`src/rtl/whack_pkg.sv`:
```
// Shared constants for the smash button conditioner: zone codes, arbiter states
// and the zone priority encoder.
package whack_pkg;

  localparam logic [1:0] ZONE_TL = 2'b00;
  localparam logic [1:0] ZONE_TR = 2'b01;
  localparam logic [1:0] ZONE_BL = 2'b10;
  localparam logic [1:0] ZONE_BR = 2'b11;

  typedef enum logic [1:0] {
    ST_IDLE = 2'b00,
    ST_HELD = 2'b01,
    ST_GAP  = 2'b10
  } arb_state_e;

  // Lowest-numbered pressed button wins: TL > TR > BL > BR.
  function automatic logic [1:0] zone_of(input logic [3:0] db);
    logic [1:0] z;
    if (db[0]) begin
      z = ZONE_TL;
    end else if (db[1]) begin
      z = ZONE_TR;
    end else if (db[2]) begin
      z = ZONE_BL;
    end else begin
      z = ZONE_BR;
    end
    return z;
  endfunction

endpackage

```
`src/rtl/btn_debounce.sv`:
```
// Two-flop synchronizer and debouncer for one active-low button.
// Outputs a registered, active-high debounced pressed level.
module btn_debounce #(
  parameter int DEBOUNCE_CYCLES = 500
) (
  input  logic clk100k,
  input  logic reset,
  input  logic btn_n,
  output logic btn_db
);

  localparam int CW = $clog2(DEBOUNCE_CYCLES) + 1;
  localparam logic [CW-1:0] CNT_LAST = CW'(DEBOUNCE_CYCLES - 1);

  logic          sync1_q, sync1_d;
  logic          sync2_q, sync2_d;
  logic          db_q, db_d;
  logic [CW-1:0] cnt_q, cnt_d;
  logic          pressed_s;

  // Next-state: shift the synchronizer, count consecutive mismatching samples.
  always_comb begin
    sync1_d   = btn_n;
    sync2_d   = sync1_q;
    pressed_s = ~sync2_q;
    db_d      = db_q;
    cnt_d     = {CW{1'b0}};
    if (pressed_s == db_q) begin
      cnt_d = {CW{1'b0}};
    end else if (cnt_q == CNT_LAST) begin
      db_d  = ~db_q;
      cnt_d = {CW{1'b0}};
    end else begin
      cnt_d = cnt_q + CW'(1);
    end
  end

  // State registers; synchronizer resets to the released level.
  always_ff @(posedge clk100k) begin
    if (reset) begin
      sync1_q <= 1'b1;
      sync2_q <= 1'b1;
      db_q    <= 1'b0;
      cnt_q   <= {CW{1'b0}};
    end else begin
      sync1_q <= sync1_d;
      sync2_q <= sync2_d;
      db_q    <= db_d;
      cnt_q   <= cnt_d;
    end
  end

  assign btn_db = db_q;

endmodule

```
`src/rtl/smash_button_conditioner.sv`:
```
// Debounces four smash buttons and arbitrates one accepted press at a time,
// stretching smash_any high/low so the slow game clock sees each press cleanly.
module smash_button_conditioner
  import whack_pkg::*;
#(
  parameter int DEBOUNCE_CYCLES = 500,
  parameter int HOLD_CYCLES     = 1200,
  parameter int GAP_CYCLES      = 1200
) (
  input  logic       clk100k,
  input  logic       reset,
  input  logic [3:0] btn_n,
  output logic       smash_any,
  output logic [1:0] smash_zone,
  output logic       press_pulse,
  output logic [7:0] press_count,
  output logic [3:0] btn_db
);

  localparam int TMAX = (HOLD_CYCLES > GAP_CYCLES) ? HOLD_CYCLES : GAP_CYCLES;
  localparam int TW   = $clog2(TMAX) + 1;
  localparam logic [TW-1:0] HOLD_LOAD = TW'(HOLD_CYCLES - 1);
  localparam logic [TW-1:0] GAP_LOAD  = TW'(GAP_CYCLES - 1);

  arb_state_e    state_q, state_d;
  logic [TW-1:0] timer_q, timer_d;
  logic          smash_any_q, smash_any_d;
  logic          press_pulse_q, press_pulse_d;
  logic [7:0]    press_count_q, press_count_d;
  logic [1:0]    smash_zone_q, smash_zone_d;

  for (genvar g = 0; g < 4; g++) begin : g_btn
    btn_debounce #(
      .DEBOUNCE_CYCLES(DEBOUNCE_CYCLES)
    ) u_db (
      .clk100k(clk100k),
      .reset  (reset),
      .btn_n  (btn_n[g]),
      .btn_db (btn_db[g])
    );
  end

  // Arbiter next-state; one timer serves both the hold and the gap phase.
  always_comb begin
    state_d       = state_q;
    timer_d       = timer_q;
    smash_any_d   = smash_any_q;
    press_pulse_d = 1'b0;
    press_count_d = press_count_q;
    smash_zone_d  = smash_zone_q;
    case (state_q)
      ST_IDLE: begin
        if (btn_db != 4'b0000) begin
          state_d       = ST_HELD;
          smash_any_d   = 1'b1;
          press_pulse_d = 1'b1;
          press_count_d = press_count_q + 8'd1;
          smash_zone_d  = zone_of(btn_db);
          timer_d       = HOLD_LOAD;
        end else begin
          smash_any_d = 1'b0;
        end
      end
      ST_HELD: begin
        if (timer_q != {TW{1'b0}}) begin
          timer_d     = timer_q - TW'(1);
          smash_any_d = 1'b1;
        end else if (btn_db == 4'b0000) begin
          state_d     = ST_GAP;
          smash_any_d = 1'b0;
          timer_d     = GAP_LOAD;
        end else begin
          smash_any_d = 1'b1;
        end
      end
      ST_GAP: begin
        smash_any_d = 1'b0;
        if (timer_q != {TW{1'b0}}) begin
          timer_d = timer_q - TW'(1);
        end else begin
          state_d = ST_IDLE;
        end
      end
      default: begin
        state_d     = ST_IDLE;
        timer_d     = {TW{1'b0}};
        smash_any_d = 1'b0;
      end
    endcase
  end

  // Arbiter and output registers.
  always_ff @(posedge clk100k) begin
    if (reset) begin
      state_q       <= ST_IDLE;
      timer_q       <= {TW{1'b0}};
      smash_any_q   <= 1'b0;
      press_pulse_q <= 1'b0;
      press_count_q <= 8'd0;
      smash_zone_q  <= ZONE_BR;
    end else begin
      state_q       <= state_d;
      timer_q       <= timer_d;
      smash_any_q   <= smash_any_d;
      press_pulse_q <= press_pulse_d;
      press_count_q <= press_count_d;
      smash_zone_q  <= smash_zone_d;
    end
  end

  assign smash_any   = smash_any_q;
  assign press_pulse = press_pulse_q;
  assign press_count = press_count_q;
  assign smash_zone  = smash_zone_q;

endmodule

```
`config.mk`:
```
export PLATFORM = sky130hd
export DESIGN_NAME = smash_button_conditioner
export DESIGN_NICKNAME = d
export VERILOG_FILES = /design/src/rtl/whack_pkg.sv /design/src/rtl/btn_debounce.sv /design/src/rtl/smash_button_conditioner.sv
export SDC_FILE = /design/constraint.sdc
export NUM_CORES = 1
export LEC_CHECK = 0
export CAP_MARGIN = 20
export CORE_ASPECT_RATIO = 1.2
export CORE_UTILIZATION = 48
export DETAILED_ROUTE_END_ITERATION = 7
export PLACE_DENSITY = 0.67
export SYNTH_ARGS = -nofsm -noshare
export SYNTH_HDL_FRONTEND = slang
export SYNTH_SLANG_ARGS = --single-unit
```
`constraint.sdc`:
```
create_clock -name clk100k -period 2.5 [get_ports clk100k]
set_clock_uncertainty 0.2 [all_clocks]
set_input_delay 0.625 -clock clk100k [delete_from_list [all_inputs] [get_ports clk100k]]
set_output_delay 0.625 -clock clk100k [all_outputs]
set_load 0.02 [all_outputs]
```
==> results of run 1 <==
flip-flops by register name (all words and copies together) (netlist names):
| signal | flops |
|---|---|
| g_btn.u_db.sync2_q | 4 |
| smash_zone | 2 |
| state_q | 2 |
| g_btn.u_db.sync1_q | 4 |
| press_count | 8 |
| press_pulse | 1 |
| g_btn.u_db.cnt_q | 40 |
| g_btn.u_db.btn_db | 4 |
| timer_q | 12 |
| smash_any | 1 |
cells by family (layout without fill, tap and decap cells):
kind of cell    Yosys count  count (layout)
simple gates            178             178
mux                       1               1
buf+inv                  28              56
flops                    78              78
compound gates           67              67
xor+xnor                 35              35
fa+ha+maj                 7               7
final timing paths:
kind | startpoint | endpoint | cells past startpoint
worst min register to register | g_btn[0].u_db.sync1_q$_SDFF_PP1_ | g_btn[0].u_db.sync2_q$_SDFF_PP1_ | 1
worst min-delay path | g_btn[0].u_db.sync1_q$_SDFF_PP1_ | g_btn[0].u_db.sync2_q$_SDFF_PP1_ | 1
worst max register to register | timer_q[5]$_SDFFE_PP0P_ | timer_q[10]$_SDFFE_PP0P_ | 4
worst max-delay path | g_btn[0].u_db.btn_db$_SDFFE_PP0P_ | btn_db[0] | 1
power breakdown:
group          switching, W   total, W  internal [W]
Clock              0.000409   0.000788      0.000378
Sequential       0.00000417    0.00125       0.00125
Combinational     0.0000208  0.0000400     0.0000193
cell usage after synthesis (9+ instances only):
master / instances / area, um2
a21oi_1: 21 / 105
clkbuf_1: 9 / 33.8
dfxtp_1: 78 / 1560
inv_1: 12 / 45.0
nand2_1: 29 / 109
nand3_1: 17 / 85.1
nand4_1: 10 / 62.6
nor2_1: 61 / 229
nor3_1: 12 / 60.1
o21ai_0: 15 / 75.1
or2_2: 14 / 87.6
or3_1: 16 / 100
xor2_1: 30 / 263
layer usage:
metal / vias to the layer above / GRT usage, % / routed length [um]
met3: 8 / 4.54 / 253
met1: 1255 / 22.0 / 2990
met2: 48 / 32.0 / 3030
li1: 1403 / - / -
met4: 0 / 7.88 / 103
met5: - / 0 / 0
area by class of cell:
type	instances	area [um2]	area share, %
clock inverters	1	7.51	0.193
inverters	12	45.0	1.16
repair buffers	30	290	7.45
clock buffers	13	149	3.82
flip-flops and latches	78	1560	40.1
multi-input cells	288	1740	44.5
well taps	87	109	2.79
through the flow:
step	power, W	hold WS (ns)	setup WS, ns	cells
2_1_floorplan	0.00130	0.189	0.168	394
3_3_place_gp	0.00132	0.193	0.105	495
3_5_place_dp	0.00132	0.193	0.0840	495
4_1_cts	0.00211	0.210	0.0514	509
5_1_grt	0.00216	0.224	0.0768	509
6_report	0.00208	0.209	0.162	509
==> impl_metrics.toml, run 1 <==
[sta]
worstMarginPinSlew_ns = 0.620
relSlewSlack_pct = 58.1
setup_viol = 0
period_share_pct = 93.5
min_period_ns = 2.34
maxSlewViolCount = 0
finalHoldViolCount = 0
fmax_ghz = 0.428
rsz0062_at_grt = "false"
tns_ns = 0

[worst_setup_path]
crit_type = "reg -> out"
cp_max_fo = 7
critPathTopFamily = "buffers and inverters"
arrival_ns = 1.51
cpMaxStageDelayCell = "clkdlybuf4s50_1"
crit_chain = "clkdlybuf4s50_1"
reg2reg_slack_ns = 0.17
worstSetupEndpointType = "primary output"
cp_slowest_stage_delay_ns = 0.67
cp_data_required_time_ns = 1.67
worst-path-buf-inv = 1
start_kind = "flip-flop"

[floorplan]
io_pins = 22
die-area_um2 = 7520
die_h_um = 94.8
start_util_pct = 49.9
die_x_um = 79.3
rows = 33
core_um2 = 6900

[finish]
layout_common_cells = "dfxtp_1, nor2_1, xor2_1, nand2_1"
fin_util_pct = 56.5
fin_nets = 432
syn_to_final_growth_pct = 13.3
drive_gt1_share_pct = 9.95
n_fill_cell = 615
antenna_cells = 0
layout_commonest_cell = "dfxtp_1"
stdcell_area_um2 = 3900

[global_route]
grt_pass1_wl_um = 10900
grtUsageTotal_pct = 18.6
grt_overflow = 0
grt_pass1_vias = 2514
antenna_found_initial = 0
grt_max_degree = 33

[placed_design]
gp_congestion = 0.816
dp_hpwl_um = 4500
buffer_ports.inserted = 21
placed_cell_area_um2 = 3740

[detailed_routing]
drc = 0
drt_iter0_markers = 94
vias_per_cell = 5.33
wirelength_um = 6380
routedWlPerCell_um = 12.5
first_pass_iters = 4
routed-via-count = 2714
ant_nets = 0

[pwr]
p_per_area_nw_per_um2 = 534
ir_worst_vdd_mv = 0.478
power.leakage_nw = 1.36

[clock_network]
ctsHtreeMaxLevel = 3
ctsResizeCount = 0
clk_pin_slew_ns = 0.07
clkSinkCount = 78
cts_root_buf = "clkbuf_8"
cts_tree = "done"
cts.hold.buffers_added = 0
clk_latency_ns = 0.34
clockBufferDepth = 2
numCtsBuffers = 9
cts_setup_buffers = 0

[yosys]
syn_inst = 394
yosys.area_share.simple_pct = 26.0
ys_warn_count = 0
synth-edff-count = 0
ys_seq_area_share_pct = 45.4
synth_seq_cells = 78
synth_ff_type = "dfxtp_1"
syn_avg_cell_area_um2 = 8.74
syn_area_um2 = 3440
synth_xor_area_share_pct = 8.91
synth_compound_area_share_pct = 12.6
ys_async_sr_fraction_pct = 0
synth_top_family_by_area = "simple AND/OR/NAND/NOR gates"
synthesis.nets = 407
yosysUniqueCellTypes = 50
synthMuxAreaShare_pct = 0.291
synth_fa_ha_area_share_pct = 2.54

[hold_path]
hold_class = "reg -> reg"

[run_status]
status = "complete, no violations"

[job]
maxCapViolations = 0
Note: power is estimated with default switching activity, not from simulation.
==> run 2, diff against run 1 <==
--- a/config.mk
+++ b/config.mk
@@ -7,9 +7,9 @@
 export LEC_CHECK = 0
 export CAP_MARGIN = 20
 export CORE_ASPECT_RATIO = 1.2
-export CORE_UTILIZATION = 48
+export CORE_UTILIZATION = 50
 export DETAILED_ROUTE_END_ITERATION = 7
-export PLACE_DENSITY = 0.67
+export PLACE_DENSITY = 0.69
 export SYNTH_ARGS = -nofsm -noshare
 export SYNTH_HDL_FRONTEND = slang
 export SYNTH_SLANG_ARGS = --single-unit
==> run 2 against run 1 <==
Sequential cell count unchanged. Final cell count unchanged. Routed wire length decreased by 2.9%. Maximum frequency decreased by 0.82%. Die area decreased by 3.9%. Combinational power about the same. Total power increased by 6.5%. Clock power increased by 17%. Largest power group unchanged.
==> impl_metrics.toml, run 2 (synthesis results as in run 1) <==
[finish]
fin_nets = 432
drive_gt1_share_pct = 11.1
antenna_cells = 0
n_fill_cell = 580
fin_util_pct = 60.4
layout_commonest_cell = "dfxtp_1"
stdcell_area_um2 = 3940
layout_common_cells = "dfxtp_1, nor2_1, xor2_1, nand2_1"
syn_to_final_growth_pct = 14.4
largest_register_ffs = 40
regMostFlops = "g_btn.u_db.cnt_q"

[pwr]
p_per_area_nw_per_um2 = 563
power.leakage_nw = 1.39
finalPower_w = 0.00222
ir_worst_vdd_mv = 0.337

[sta]
setup_slack_ns = 0.142
worstMarginPinSlew_ns = 0.601
min_period_ns = 2.36
fmax_ghz = 0.424
period_share_pct = 94.3
setup_viol = 0
maxSlewViolCount = 0
rsz0062_at_grt = "false"
finalHoldViolCount = 0
tns_ns = 0
relSlewSlack_pct = 59.4

[detailed_routing]
routed-via-count = 2677
vias_per_cell = 5.26
ant_nets = 0
drt_iter0_markers = 108
wirelength_um = 6190
drc = 0
first_pass_iters = 5
routedWlPerCell_um = 12.2

[run_status]
status = "complete, no violations"

[global_route]
grt_overflow = 0
antenna_found_initial = 0
grt_pass1_vias = 2571
grt_max_degree = 30
grtUsageTotal_pct = 19.4
grt_pass1_wl_um = 11100

[floorplan]
core_um2 = 6530
die-area_um2 = 7220
start_util_pct = 52.7
die_h_um = 92.9
io_pins = 22
rows = 32
die_x_um = 77.7

[job]
maxCapViolations = 0

[clock_network]
ctsHtreeMaxLevel = 3
cts_tree = "done"
clk_pin_slew_ns = 0.07
cts.hold.buffers_added = 0
clkSinkCount = 78
ctsResizeCount = 0
clk_latency_ns = 0.34
clockBufferDepth = 2
cts_setup_buffers = 0
cts_root_buf = "clkbuf_8"
numCtsBuffers = 9

[worst_setup_path]
reg2reg_depth = 5
reg2reg_slack_ns = 0.14
crit-reg2reg-launch = "timer_q[5]$_SDFFE_PP0P_"
arrival_ns = 2.42
start_kind = "flip-flop"
r2r_end = "timer_q[3]$_SDFFE_PP0P_"
cp_max_fo = 7
crit_type = "reg -> reg"
worstSetupEndpointType = "flip-flop"
cp_data_required_time_ns = 2.56

[placed_design]
gp_congestion = 0.885
post-place-ws_ns = 0.0350
placed_cell_area_um2 = 3740
dp_hpwl_um = 4440
buffer_ports.inserted = 21

[hold_path]
hp-start = "g_btn[2].u_db.sync1_q$_SDFF_PP1_"
hold_end = "g_btn[2].u_db.sync2_q$_SDFF_PP1_"
hold_class = "reg -> reg"
min_delay_path_depth = 1
[run 2: changes by cell type in the layout (fill, tap and decap cells not counted)]
cell       change
clkbuf_1       -3
clkinv_2       +3
bufinv_16      +1
clkinv_4       +1
[run 2: how the worst max path moves through the flow]
stage | from | endpoint | slack (ns) | cells past startpoint
after global placement | timer_q[1]$_SDFFE_PP0P_ | timer_q[2]$_SDFFE_PP0P_ | 0.11 | 7
after floorplan | timer_q[0]$_SDFFE_PP0P_ | timer_q[10]$_SDFFE_PP0P_ | 0.17 | 7
final | timer_q[5]$_SDFFE_PP0P_ | timer_q[3]$_SDFFE_PP0P_ | 0.14 | 5
after global routing | timer_q[4]$_SDFFE_PP0P_ | timer_q[2]$_SDFFE_PP0P_ | 0.08 | 5
after CTS | timer_q[1]$_SDFFE_PP0P_ | timer_q[2]$_SDFFE_PP0P_ | 0.03 | 7
after detailed placement | timer_q[1]$_SDFFE_PP0P_ | timer_q[2]$_SDFFE_PP0P_ | 0.04 | 7
[run 2: critical path: stages (launching register included)]
cell     delay [ns]
dfxtp_1        0.34
or4_1          0.68
or4_4          0.62
a21oi_4        0.22
nor3_1         0.07
o21ai_1        0.16
[run 2: per-layer routing]
layer | global-route usage, % | wire (um) | up-vias
met5 | 0 | 0 | -
met4 | 10.5 | 119 | 0
met3 | 4.04 | 189 | 10
met2 | 31.9 | 2820 | 47
met1 | 23.6 | 3060 | 1212
li1 | - | - | 1408
[run 2: per-stage QoR]
step / std cells / hold WS [ns]
finish: 509 / 0.213
global route: 509 / 0.244
CTS: 509 / 0.217
detailed placement: 493 / 0.198
global placement: 493 / 0.191
floorplan: 394 / 0.189
[run 2: area by class of cell]
| class | instances | area, um2 | area share, % |
|---|---|---|---|
| Multi-Input combinational cell | 288 | 1740 | 44.1 |
| Sequential cell | 78 | 1560 | 39.6 |
| Timing Repair Buffer | 30 | 290 | 7.37 |
| Clock buffer | 10 | 138 | 3.49 |
| Tap cell | 85 | 106 | 2.70 |
| Clock inverter | 6 | 61.3 | 1.56 |
| Inverter | 12 | 45.0 | 1.14 |
[run 2: where the power goes]
| group | internal [W] | switching [W] |
|---|---|---|
| Combinational | 0.0000192 | 0.0000205 |
| Clock | 0.000485 | 0.000439 |
| Sequential | 0.00125 | 0.00000416 |
| Total | 0.00175 | 0.000463 |
==> run 3, diff against run 2 <==
--- a/config.mk
+++ b/config.mk
@@ -7,9 +7,9 @@
 export LEC_CHECK = 0
 export CAP_MARGIN = 20
 export CORE_ASPECT_RATIO = 1.2
-export CORE_UTILIZATION = 50
+export CORE_UTILIZATION = 58
 export DETAILED_ROUTE_END_ITERATION = 7
-export PLACE_DENSITY = 0.69
+export PLACE_DENSITY = 0.78
 export SYNTH_ARGS = -nofsm -noshare
 export SYNTH_HDL_FRONTEND = slang
 export SYNTH_SLANG_ARGS = --single-unit
==> run 3 against run 2 <==
Clock-buffer cell count down 1. Worst setup slack worse by 0.013 ns. Final area up 1.7%. Clock power up 34%. Sequential cell count unchanged. Routed wire length up 2.6%. Sequential power about the same. Final cell count down 0.59%.
==> impl_metrics.toml, run 3 (synthesis results as in run 1) <==
[sta]
worstMarginPinSlew_ns = 0.537
maxSlewViolCount = 0
period_share_pct = 94.8
rsz0062_at_grt = "false"
min_period_ns = 2.37
relSlewSlack_pct = 63.9
tns_ns = 0
finalHoldViolCount = 0
setup_viol = 0
fmax_ghz = 0.422

[global_route]
grt_max_degree = 15
grt_pass1_vias = 2410
grtUsageTotal_pct = 21.8
grt_overflow = 0
antenna_found_initial = 0
grt_pass1_wl_um = 10700

[floorplan]
die_x_um = 72.3
die-area_um2 = 6250
io_pins = 22
rows = 30
start_util_pct = 60.3
die_h_um = 86.4
core_um2 = 5710

[finish]
layout_commonest_cell = "dfxtp_1"
syn_to_final_growth_pct = 16.4
drive_gt1_share_pct = 11.5
regMostFlops = "g_btn.u_db.cnt_q"
layout_common_cells = "dfxtp_1, nor2_1, xor2_1, nand2_1"
fin_nets = 434
largest_register_ffs = 40
antenna_cells = 0

[detailed_routing]
routedWlPerCell_um = 12.6
ant_nets = 0
vias_per_cell = 5.51
routed-via-count = 2788
wirelength_um = 6360
drc = 0
drt_iter0_markers = 145
first_pass_iters = 4

[pwr]
p_sw_share_pct = 19.4
power.leakage_nw = 1.43
p_int_w = 0.00204
pwr-share-seq_pct = 49.6
power_switching_w = 0.000490
p_clk_share_pct = 48.9
ir_worst_vdd_mv = 0.421
p_per_area_nw_per_um2 = 631
power_frac_comb_pct = 1.5
finalPower_w = 0.00253

[placed_design]
gp_congestion = 0.913
buffer_ports.inserted = 21
dp_hpwl_um = 4470

[worst_setup_path]
start_kind = "flip-flop"
arrival_ns = 2.43
cp_data_required_time_ns = 2.56
worst-path-buf-inv = 0
cp_max_fo = 7
worstSetupEndpointType = "flip-flop"
critPathTopFamily = "simple AND/OR/NAND/NOR gates"
crit_type = "reg -> reg"
cp_slowest_stage_delay_ns = 0.70
cpMaxStageDelayCell = "or4_1"
crit_chain = "or4_1, or4_4, a21o_1, o21a_1, o32ai_1"

[clock_network]
clk_latency_ns = 0.35
ctsHtreeMaxLevel = 3
cts.hold.buffers_added = 0
cts_setup_buffers = 0
clockBufferDepth = 2
clkSinkCount = 78
ctsResizeCount = 0
cts_root_buf = "clkbuf_8"
cts_tree = "done"
numCtsBuffers = 9
clk_pin_slew_ns = 0.08

[run_status]
status = "complete, no violations"

[hold_path]
hold_class = "reg -> reg"

[job]
maxCapViolations = 0
==> run 3: final cells by class <==
cell class / count / area, um2
Inverter: 12 / 45.0
Clock inverter: 7 / 145
Timing Repair Buffer: 32 / 293
Fill cell: 457 / 1700
Tap cell: 80 / 100
Multi-Input combinational cell: 288 / 1740
Sequential cell: 78 / 1560
Clock buffer: 9 / 124
==> run 3: worst paths after layout <==
kind,start,end,slack (ns),depth (start not counted)
setup / recovery,timer_q[4]$_SDFFE_PP0P_,timer_q[10]$_SDFFE_PP0P_,0.13,5
hold / removal,g_btn[0].u_db.sync1_q$_SDFF_PP1_,g_btn[0].u_db.sync2_q$_SDFF_PP1_,0.21,1
setup reg to reg,timer_q[4]$_SDFFE_PP0P_,timer_q[10]$_SDFFE_PP0P_,0.13,5
hold reg to reg,g_btn[0].u_db.sync1_q$_SDFF_PP1_,g_btn[0].u_db.sync2_q$_SDFF_PP1_,0.21,1
==> run 3: worst reg2reg max path: stages, from the launching register on <==
cell     delay, ns
dfxtp_1       0.32
or4_1         0.70
or4_4         0.62
a21o_1        0.23
o21a_1        0.11
o32ai_1       0.10
==> run 3: routing by layer <==
| layer | routed length [um] | part of all wire (%) | GRT usage (%) | vias to the layer above |
|---|---|---|---|---|
| li1 | - | - | - | 1417 |
| met2 | 3030 | 48 | 33.2 | 55 |
| met4 | 170 | 2.7 | 11.1 | 0 |
| met1 | 2920 | 46 | 28.6 | 1299 |
| met3 | 237 | 3.7 | 5.35 | 17 |
| met5 | 0 | 0 | 0 | - |
==> run 3: metrics by stage <==
stage	utilization, %	cells	worst slack [ns]	instance area, um2	hold WS (ns)
6_report	70.2	506	0.130	4010	0.210
5_1_grt	70.2	506	0.0368	4010	0.220
4_1_cts	70.1	506	0.0387	4000	0.210
3_5_place_dp	65.4	490	0.0619	3730	0.192
3_3_place_gp	65.4	490	0.114	3730	0.194
2_1_floorplan	-	394	0.168	3440	0.189
==> run 3: power groups by stage <==
stage               Combinational (W)  Sequential, W  Clock, W
finish                      0.0000388        0.00125   0.00124
global route                0.0000430        0.00125   0.00132
CTS                         0.0000388        0.00125   0.00126
detailed placement          0.0000384        0.00128         0
global placement            0.0000380        0.00128         0
floorplan                   0.0000227        0.00128         0
